### config.mk
export PLATFORM = sky130hd
export DESIGN_NAME = led_anim_player
export DESIGN_NICKNAME = d
export VERILOG_FILES = /design/src/rtl/led_anim_player.sv
export SDC_FILE = /design/constraint.sdc
export NUM_CORES = 1
export LEC_CHECK = 0
export ABC_AREA = 1
export BUFFER_PORTS_ARGS = -buffer_cell sky130_fd_sc_hd__buf_2
export CAP_MARGIN = 20
export CORE_ASPECT_RATIO = 0.75
export CORE_UTILIZATION = 50
export DETAILED_ROUTE_END_ITERATION = 12
export PLACE_DENSITY_LB_ADDON = 0.25
export RECOVER_POWER = 100
export SETUP_SLACK_MARGIN = 0.3
export SLEW_MARGIN = 20
export SYNTH_ARGS = -nofsm -noshare
export SYNTH_HDL_FRONTEND = slang
export SYNTH_SLANG_ARGS = --single-unit
### constraint.sdc
create_clock -name clk -period 2.3 [get_ports clk]
set_input_delay 0.46 -clock clk [delete_from_list [all_inputs] [get_ports clk]]
set_output_delay 0.46 -clock clk [all_outputs]
set_load 0.01 [all_outputs]
### src/rtl/led_anim_player.sv
// ----------------------------------------------------------------------------
// led_anim_player
//
// Plays a stored LED animation. Each frame's 7-bit index goes to an external
// combinational pattern ROM. The pattern that comes back is registered onto
// the active-low LED outputs. An internal prescaler sets the frame rate.
// Playback is controlled by start, stop, pause and an optional loop mode.
//
// Ports
//   clk         system clock, rising edge
//   rst_n       asynchronous active-low reset
//   start       1-cycle pulse: (re)start playback from frame 0
//   stop        1-cycle pulse: abort playback and return to idle
//   pause       level: freezes frame index, prescaler and LEDs while busy
//   rom_idx     registered frame index presented to the pattern ROM
//   rom_data    ROM pattern for rom_idx (combinational)
//   led         registered active-low LED pattern (1 = segment off)
//   busy        high while playing or paused
//   frame_tick  1-cycle pulse following each prescaler wrap
//   done        1-cycle pulse when a non-looping play completes
//
// Build option
//   LED_ANIM_PINGPONG_EN  when defined, playback sweeps up to FRAME_LAST and
//                         then back down to 0. Neither endpoint frame is
//                         repeated. When undefined, playback counts up only.
//
// state    | meaning
// ---------+--------------------------------------------------------------
// ST_IDLE  | no playback, LEDs off, rom_idx holds its last value
// ST_RUN   | prescaler counting, LEDs track the ROM pattern
// ST_PAUSE | pause was high on the last edge; everything frozen
// ----------------------------------------------------------------------------
module led_anim_player #(
   parameter int TICK_DIV   = 5000000,
   parameter int CNT_W      = 23,
   parameter int FRAME_LAST = 127,
   parameter int LOOP       = 1
) (
   input  logic       clk,
   input  logic       rst_n,
   input  logic       start,
   input  logic       stop,
   input  logic       pause,
   output logic [6:0] rom_idx,
   input  logic [6:0] rom_data,
   output logic [6:0] led,
   output logic       busy,
   output logic       frame_tick,
   output logic       done
);

   typedef enum logic [1:0] {
      ST_IDLE  = 2'd0,
      ST_RUN   = 2'd1,
      ST_PAUSE = 2'd2
   } state_t;

   localparam logic [CNT_W-1:0] PRESC_LAST = CNT_W'(TICK_DIV - 1);
   localparam logic [6:0]       IDX_LAST   = 7'(FRAME_LAST);
   localparam logic [6:0]       LED_OFF    = 7'h7F;

   state_t           state_q, state_d;
   logic [CNT_W-1:0] presc_q, presc_d;
   logic [6:0]       idx_q, idx_d;
   logic [6:0]       led_q, led_d;
   logic             tick_q, tick_d;
   logic             done_q, done_d;
   logic             frame_wrap;
`ifdef LED_ANIM_PINGPONG_EN
   logic             dir_down_q, dir_down_d;
`endif

   always_comb frame_wrap = (presc_q == PRESC_LAST);

   always_comb begin
      state_d = state_q;
      presc_d = presc_q;
      idx_d   = idx_q;
      led_d   = led_q;
      tick_d  = 1'b0;
      done_d  = 1'b0;
`ifdef LED_ANIM_PINGPONG_EN
      dir_down_d = dir_down_q;
`endif

      case (state_q)
         ST_IDLE: begin
            // a start that coincides with stop is dropped (stop wins)
            if (start && !stop) begin
               state_d = ST_RUN;
               presc_d = '0;
               idx_d   = '0;
`ifdef LED_ANIM_PINGPONG_EN
               dir_down_d = 1'b0;
`endif
            end
         end

         ST_RUN, ST_PAUSE: begin
            if (stop) begin
               state_d = ST_IDLE;
               presc_d = '0;
               led_d   = LED_OFF;
            end else if (start) begin
               // restart goes to RUN even with pause high; the next edge
               // re-enters PAUSE if pause is still asserted
               state_d = ST_RUN;
               presc_d = '0;
               idx_d   = '0;
`ifdef LED_ANIM_PINGPONG_EN
               dir_down_d = 1'b0;
`endif
            end else if (pause) begin
               // freeze on the first edge pause is seen, so pause time
               // never counts towards the frame dwell
               state_d = ST_PAUSE;
            end else begin
               state_d = ST_RUN;
               led_d   = rom_data;
               if (!frame_wrap) begin
                  presc_d = presc_q + CNT_W'(1);
               end else begin
                  presc_d = '0;
                  tick_d  = 1'b1;
`ifdef LED_ANIM_PINGPONG_EN
                  if (!dir_down_q) begin
                     if (idx_q < IDX_LAST) begin
                        idx_d = idx_q + 7'd1;
                     end else begin
                        dir_down_d = 1'b1;
                        idx_d      = (IDX_LAST != 7'd0) ? IDX_LAST - 7'd1 : 7'd0;
                     end
                  end else if (idx_q != 7'd0) begin
                     idx_d = idx_q - 7'd1;
                  end else if (LOOP != 0) begin
                     dir_down_d = 1'b0;
                     idx_d      = (IDX_LAST != 7'd0) ? 7'd1 : 7'd0;
                  end else begin
                     // one full up-down sweep finished; index stays at 0
                     done_d     = 1'b1;
                     state_d    = ST_IDLE;
                     led_d      = LED_OFF;
                     dir_down_d = 1'b0;
                  end
`else
                  if (idx_q < IDX_LAST) begin
                     idx_d = idx_q + 7'd1;
                  end else if (LOOP != 0) begin
                     idx_d = '0;
                  end else begin
                     // one-shot complete; index is left on the last frame
                     done_d  = 1'b1;
                     state_d = ST_IDLE;
                     led_d   = LED_OFF;
                  end
`endif
               end
            end
         end

         default: begin
            state_d = ST_IDLE;
            presc_d = '0;
            idx_d   = '0;
            led_d   = LED_OFF;
         end
      endcase
   end

   always_ff @(posedge clk or negedge rst_n) begin
      if (!rst_n) begin
         state_q <= ST_IDLE;
         presc_q <= '0;
         idx_q   <= '0;
         led_q   <= LED_OFF;
         tick_q  <= 1'b0;
         done_q  <= 1'b0;
      end else begin
         state_q <= state_d;
         presc_q <= presc_d;
         idx_q   <= idx_d;
         led_q   <= led_d;
         tick_q  <= tick_d;
         done_q  <= done_d;
      end
   end

`ifdef LED_ANIM_PINGPONG_EN
   always_ff @(posedge clk or negedge rst_n) begin
      if (!rst_n) begin
         dir_down_q <= 1'b0;
      end else begin
         dir_down_q <= dir_down_d;
      end
   end
`endif

   assign rom_idx    = idx_q;
   assign led        = led_q;
   assign busy       = (state_q != ST_IDLE);
   assign frame_tick = tick_q;
   assign done       = done_q;

endmodule

# == Word-level counts from Yosys, hierarchy flattened ==
# Cells that the tools add are included.
# W data, S select, Z words.
# classes
n_bitwise,1
reduce_logical,8
muxes,27
addsub,2
eq_ne,10
magnitude_cmp,1
# op_table
op,count
$mux W23,5
$mux W7,9
$pmux W23 S2,1
$pmux W7 S2,2
$add A23 B1 Y23 const B,1
$eq A23 B23 Y1 const B,1
$ne A3 B3 Y1 const B,4
$mux W2,4
$add A7 B1 Y7 const B,1
$lt A7 B7 Y1 const B,1
$mux W1,5
$ne A2 B2 Y1 const B,2
$ne A4 B4 Y1 const B,1
$pmux W2 S2,1
$reduce_and A4 Y1,1
$reduce_and A3 Y1,1
$eq A2 B1 Y1 const B,1
$eq A2 B2 Y1 const B,1
$logic_not A2 Y1,1
$reduce_and A2 Y1,1
$reduce_bool A2 Y1,1
$reduce_or A2 Y1,1
$logic_and A1 B1 Y1,1
$logic_not A1 Y1,1
$not A1 Y1,1
# word_totals
out_inout_bits,17
reg_bits,40
word_cells,54
inputBits,12

# == Depth between registers and ports, before layout ==
# depth
word_depth,7
depth_mapped,13
mapped_depth_nobuf,12

# == Least setup slack after synthesis ==
# Ideal clock, no wire load.
# synth_path
kind,register to register
startpoint,reg state_q[1]
endpoint,reg presc_q[16]
period_less_slack_ns,1.649
t_arrival_ns,1.533
n_path_buf,2
setup_slack_ns,0.651
path_stages_with_launch,14
cell_sequence,dfrtp_1 -> inv_1 -> ha_1 -> buf_6 -> nand2_8 -> nor2_8 -> nand2_2 -> nand2_4 -> inv_2 -> buf_6 -> nand4_1 -> nand2_1 -> inv_1 -> nor2_1
# synth_via
elab_chain_len,4
elab_cells_between_ends,8
cone_classes,eq/ne (4); mux (1); reduce/logical (3)
# synth_lines
item,line_no,source
"start, declared",62,"state_t state_q, state_d;"
"start signal, assigned",179,state_q <= state_d;
$eq A2 B1 Y1 / $eq A2 B2 Y1 (equally long branches),86,case (state_q)
$reduce_or A2 Y1,86,
$ne A4 B4 Y1 (no line),n/a,
$reduce_and A2 Y1 (no line),n/a,
"end signal, assigned",180,presc_q <= presc_d;
"end, declared",63,"logic [CNT_W-1:0] presc_q, presc_d;"
# Parallel ways exist; a longest one is shown, timed or not.
# A chain may end at the register's enable or synchronous reset.

# == Worst setup path in the final report ==
# layout_path
startpoint,reg state_q[0]
endpoint,reg presc_q[22]
# The elaborated chain is that of the path after synthesis.

==> impl_metrics.env <==
export IMPL_syn_avg_cell_area_um2=7.63
export IMPL_status="completed"
export IMPL_final_cell_mix="nand2_1 (74), nor2_1 (56), dfrtp_1 (33)"
export IMPL_worstMarginPinSlew_ns=0.816
export IMPL_powerDensity_nw_per_um2=894
export IMPL_gp_congestion=0.893
export IMPL_core_um2=4570
export IMPL_antenna_found_initial=0
export IMPL_initial_core_util_pct=53.1
export IMPL_routedWlPerCell_um=12.9
export IMPL_vias_per_cell=5.18
export IMPL_wirelength_um=5210
export IMPL_cts_root_buf="clkbuf_8"
export IMPL_rsz0062_at_grt="no"
export IMPL_path_cells="inv_1 -> ha_1 -> nand2_8 -> nor2_8 -> nand2_1 -> nand2_8 -> nor2_1 -> nand2_1 -> nor2_1 -> nand2_1 -> nand2_1 -> nor2_1"
export IMPL_fin_crit_ns=1.95
export IMPL_layout_commonest_cell="nand2_1"
export IMPL_synth_async_reset_ratio_pct=100
export IMPL_crit_arrival_ns=2.13
export IMPL_grt_ovfl_total=0
export IMPL_syn_cell_area_um2=2430
export IMPL_met3_wirelength_um=317
export IMPL_grt_usage_pct=22.7
export IMPL_cts_sinks=40
export IMPL_slew_limit_headroom_pct=45.6
export IMPL_portBuffers=27
export IMPL_met1_length_um=2800
export IMPL_end_kind="flop"
export IMPL_ys_ff_latch=40
export IMPL_synth_edf_count=0
export IMPL_rows=21
export IMPL_drc=0
export IMPL_vdd_ir_drop_max_uv=611
export IMPL_fmax_mhz=514
export IMPL_dr_first_iter_drc_count=134
export IMPL_p_leak_uw=0.00116
export IMPL_htree_levels=2
export IMPL_nNetsFinal=363
export IMPL_cts_tree="done"
export IMPL_synth_cell_types=32
export IMPL_clockBufferDepth=2
export IMPL_slowest_delay_ns=0.37
export IMPL_clock_skew_final_ns=0.0110
export IMPL_fp_dieW_um=82.4
export IMPL_drive_gt1_share_pct=15.5
export IMPL_crit_type="flop to flop"
export IMPL_period_share_pct=84.6
export IMPL_grt_pass1_wl_um=8800
export IMPL_min_path_type="input pin to async pin"
export IMPL_synth_seq_area_share_pct=41.6
export IMPL_synth_top_area_share_pct=34.0
export IMPL_synth_area_leaders="dfrtp_1 (34%), nand2_1 (11%), nor2_1 (8.5%)"
export IMPL_critPathSlowestCell="ha_1"
export IMPL_first_pass_iters=5
export IMPL_n_antenna_cell=0
export IMPL_clk_latency_ns=0.29
export IMPL_worstPathRequired_ns=2.48
export IMPL_dieHeight_um=62.3
export IMPL_top_layer_used="met4"
export IMPL_cp_common_cell="nand2_1"
export IMPL_cts_buffers=5
export IMPL_synth_area_leader_cell="dfrtp_1"
export IMPL_maxSlewViolCount=0
export IMPL_vias=2097
export IMPL_ant_nets=0
export IMPL_stdcell_area_um2=2650
export IMPL_grt_max_degree=17
export IMPL_synth_cells=318
export IMPL_ys_warn_count=0
export IMPL_reg2reg_slack_ns=0.35
export IMPL_dpl_cell_area_um2=2580
export IMPL_hold_violations=0
export IMPL_ioPinCount=29
export IMPL_die_area_um2=5140
export IMPL_crit_path_start_kind="flop"
export IMPL_setup_viol=0
export IMPL_path_max_fanout=15
export IMPL_grt_pass1_vias=1872
export IMPL_clk_pin_slew_ns=0.08
export IMPL_synthesis_nets=334
export IMPL_syn2layout_area_growth_pct=9.23
export IMPL_fill_cells=480
export IMPL_dp_hpwl_um=3930
export IMPL_met2_length_um=2050
export IMPL_yosys_most_used_dff="dfrtp_1"
export IMPL_max_cap_violations=0
export IMPL_setup_tns_ns=0
-- through the flow --
step                      util [%]  setup WS [ns]  hold slack, ns  cells  power, µW
after floorplan                  -          0.651           0.164    318       1710
after global placement        56.5          0.340           0.383    397       1870
after detailed placement      56.5          0.247           0.385    397       1890
after CTS                     58.5          0.337          0.0720    405       2390
after global routing          58.0          0.158           0.293    405       2560
final                         58.0          0.354           0.237    405       2370
-- cells by family (layout without fill, tap and decap cells) --
family | after synthesis | in the layout | synth area share (%)
compound gates | 36 | 36 | 9.08
flops | 40 | 40 | 41.6
other cells | 1 | 1 | 0.155
simple gates | 187 | 187 | 36.2
buf+inv | 44 | 74 | 8.77
xor+xnor | 6 | 6 | 2.17
fa+ha+maj | 4 | 4 | 2.06
-- power breakdown --
| group | total [µW] | internal (µW) | switching, µW |
|---|---|---|---|
| clock | 486 | 245 | 241 |
| combinational | 977 | 301 | 676 |
| sequential | 907 | 846 | 61.4 |
-- final cells by class --
cell class,count,area [µm²],share of cell area (%)
multi-input cells,234,1210,45.8
flip-flops and latches,40,1010,38.1
inverters,35,134,5.05
repair buffers,31,133,5.00
clock buffers,8,90.1,3.40
well taps,57,71.3,2.69
-- worst max-delay path, delay by kind of cell (launching register included) --
family	cells	cell delay, ns
adder cells (fa/ha/maj)	1	0.37
buffers and inverters	1	0.06
flip-flops	1	0.36
AND/OR/NAND/NOR	10	1.04
-- worst paths after layout --
check                                             from                 endpoint  depth (start not counted)
max in group asynchronous                        rst_n   presc_q[6]$_DFFE_PN0P_                          2
worst max register to register  state_q[0]$_DFFE_PN0N_  presc_q[22]$_DFFE_PN0P_                         12
worst max-delay path            state_q[0]$_DFFE_PN0N_  presc_q[22]$_DFFE_PN0P_                         12
worst min-delay path                             rst_n   rom_idx[4]$_DFFE_PN0P_                          1
worst min register to register      led[3]$_DFFE_PN1P_       led[3]$_DFFE_PN1P_                          2
min in group clk                           rom_data[2]       led[2]$_DFFE_PN1P_                          3
-- state kept, by name, summed over array words and instances, names as in the netlist --
name,cells
led,7
rom_idx,7
state_q,2
presc_q,23
frame_tick,1
-- cells in the mapped netlist (7+ instances only) --
library cell,n
a21oi_1,17
nor2_1,55
dfrtp_1,33
nand2_2,7
nand2_1,72
nand3_1,22
o21ai_2,7
nand4_1,7
nor2_2,8
dfstp_2,7
inv_1,29
-- layer usage --
metal / vias to the layer above / GRT usage [%]
met4: 0 / 4.61
li1: 1075 / -
met2: 63 / 29.9
met1: 954 / 37.2
met5: - / 0
met3: 5 / 4.85
-- repair_timing --
action / CTS / global route
gates resized for setup: 1 / 8
setup endpoints to repair: 7 / 19
setup buffers: 0 / 0
hold buffers: 0 / 0
(Power assumes the default switching activity.)
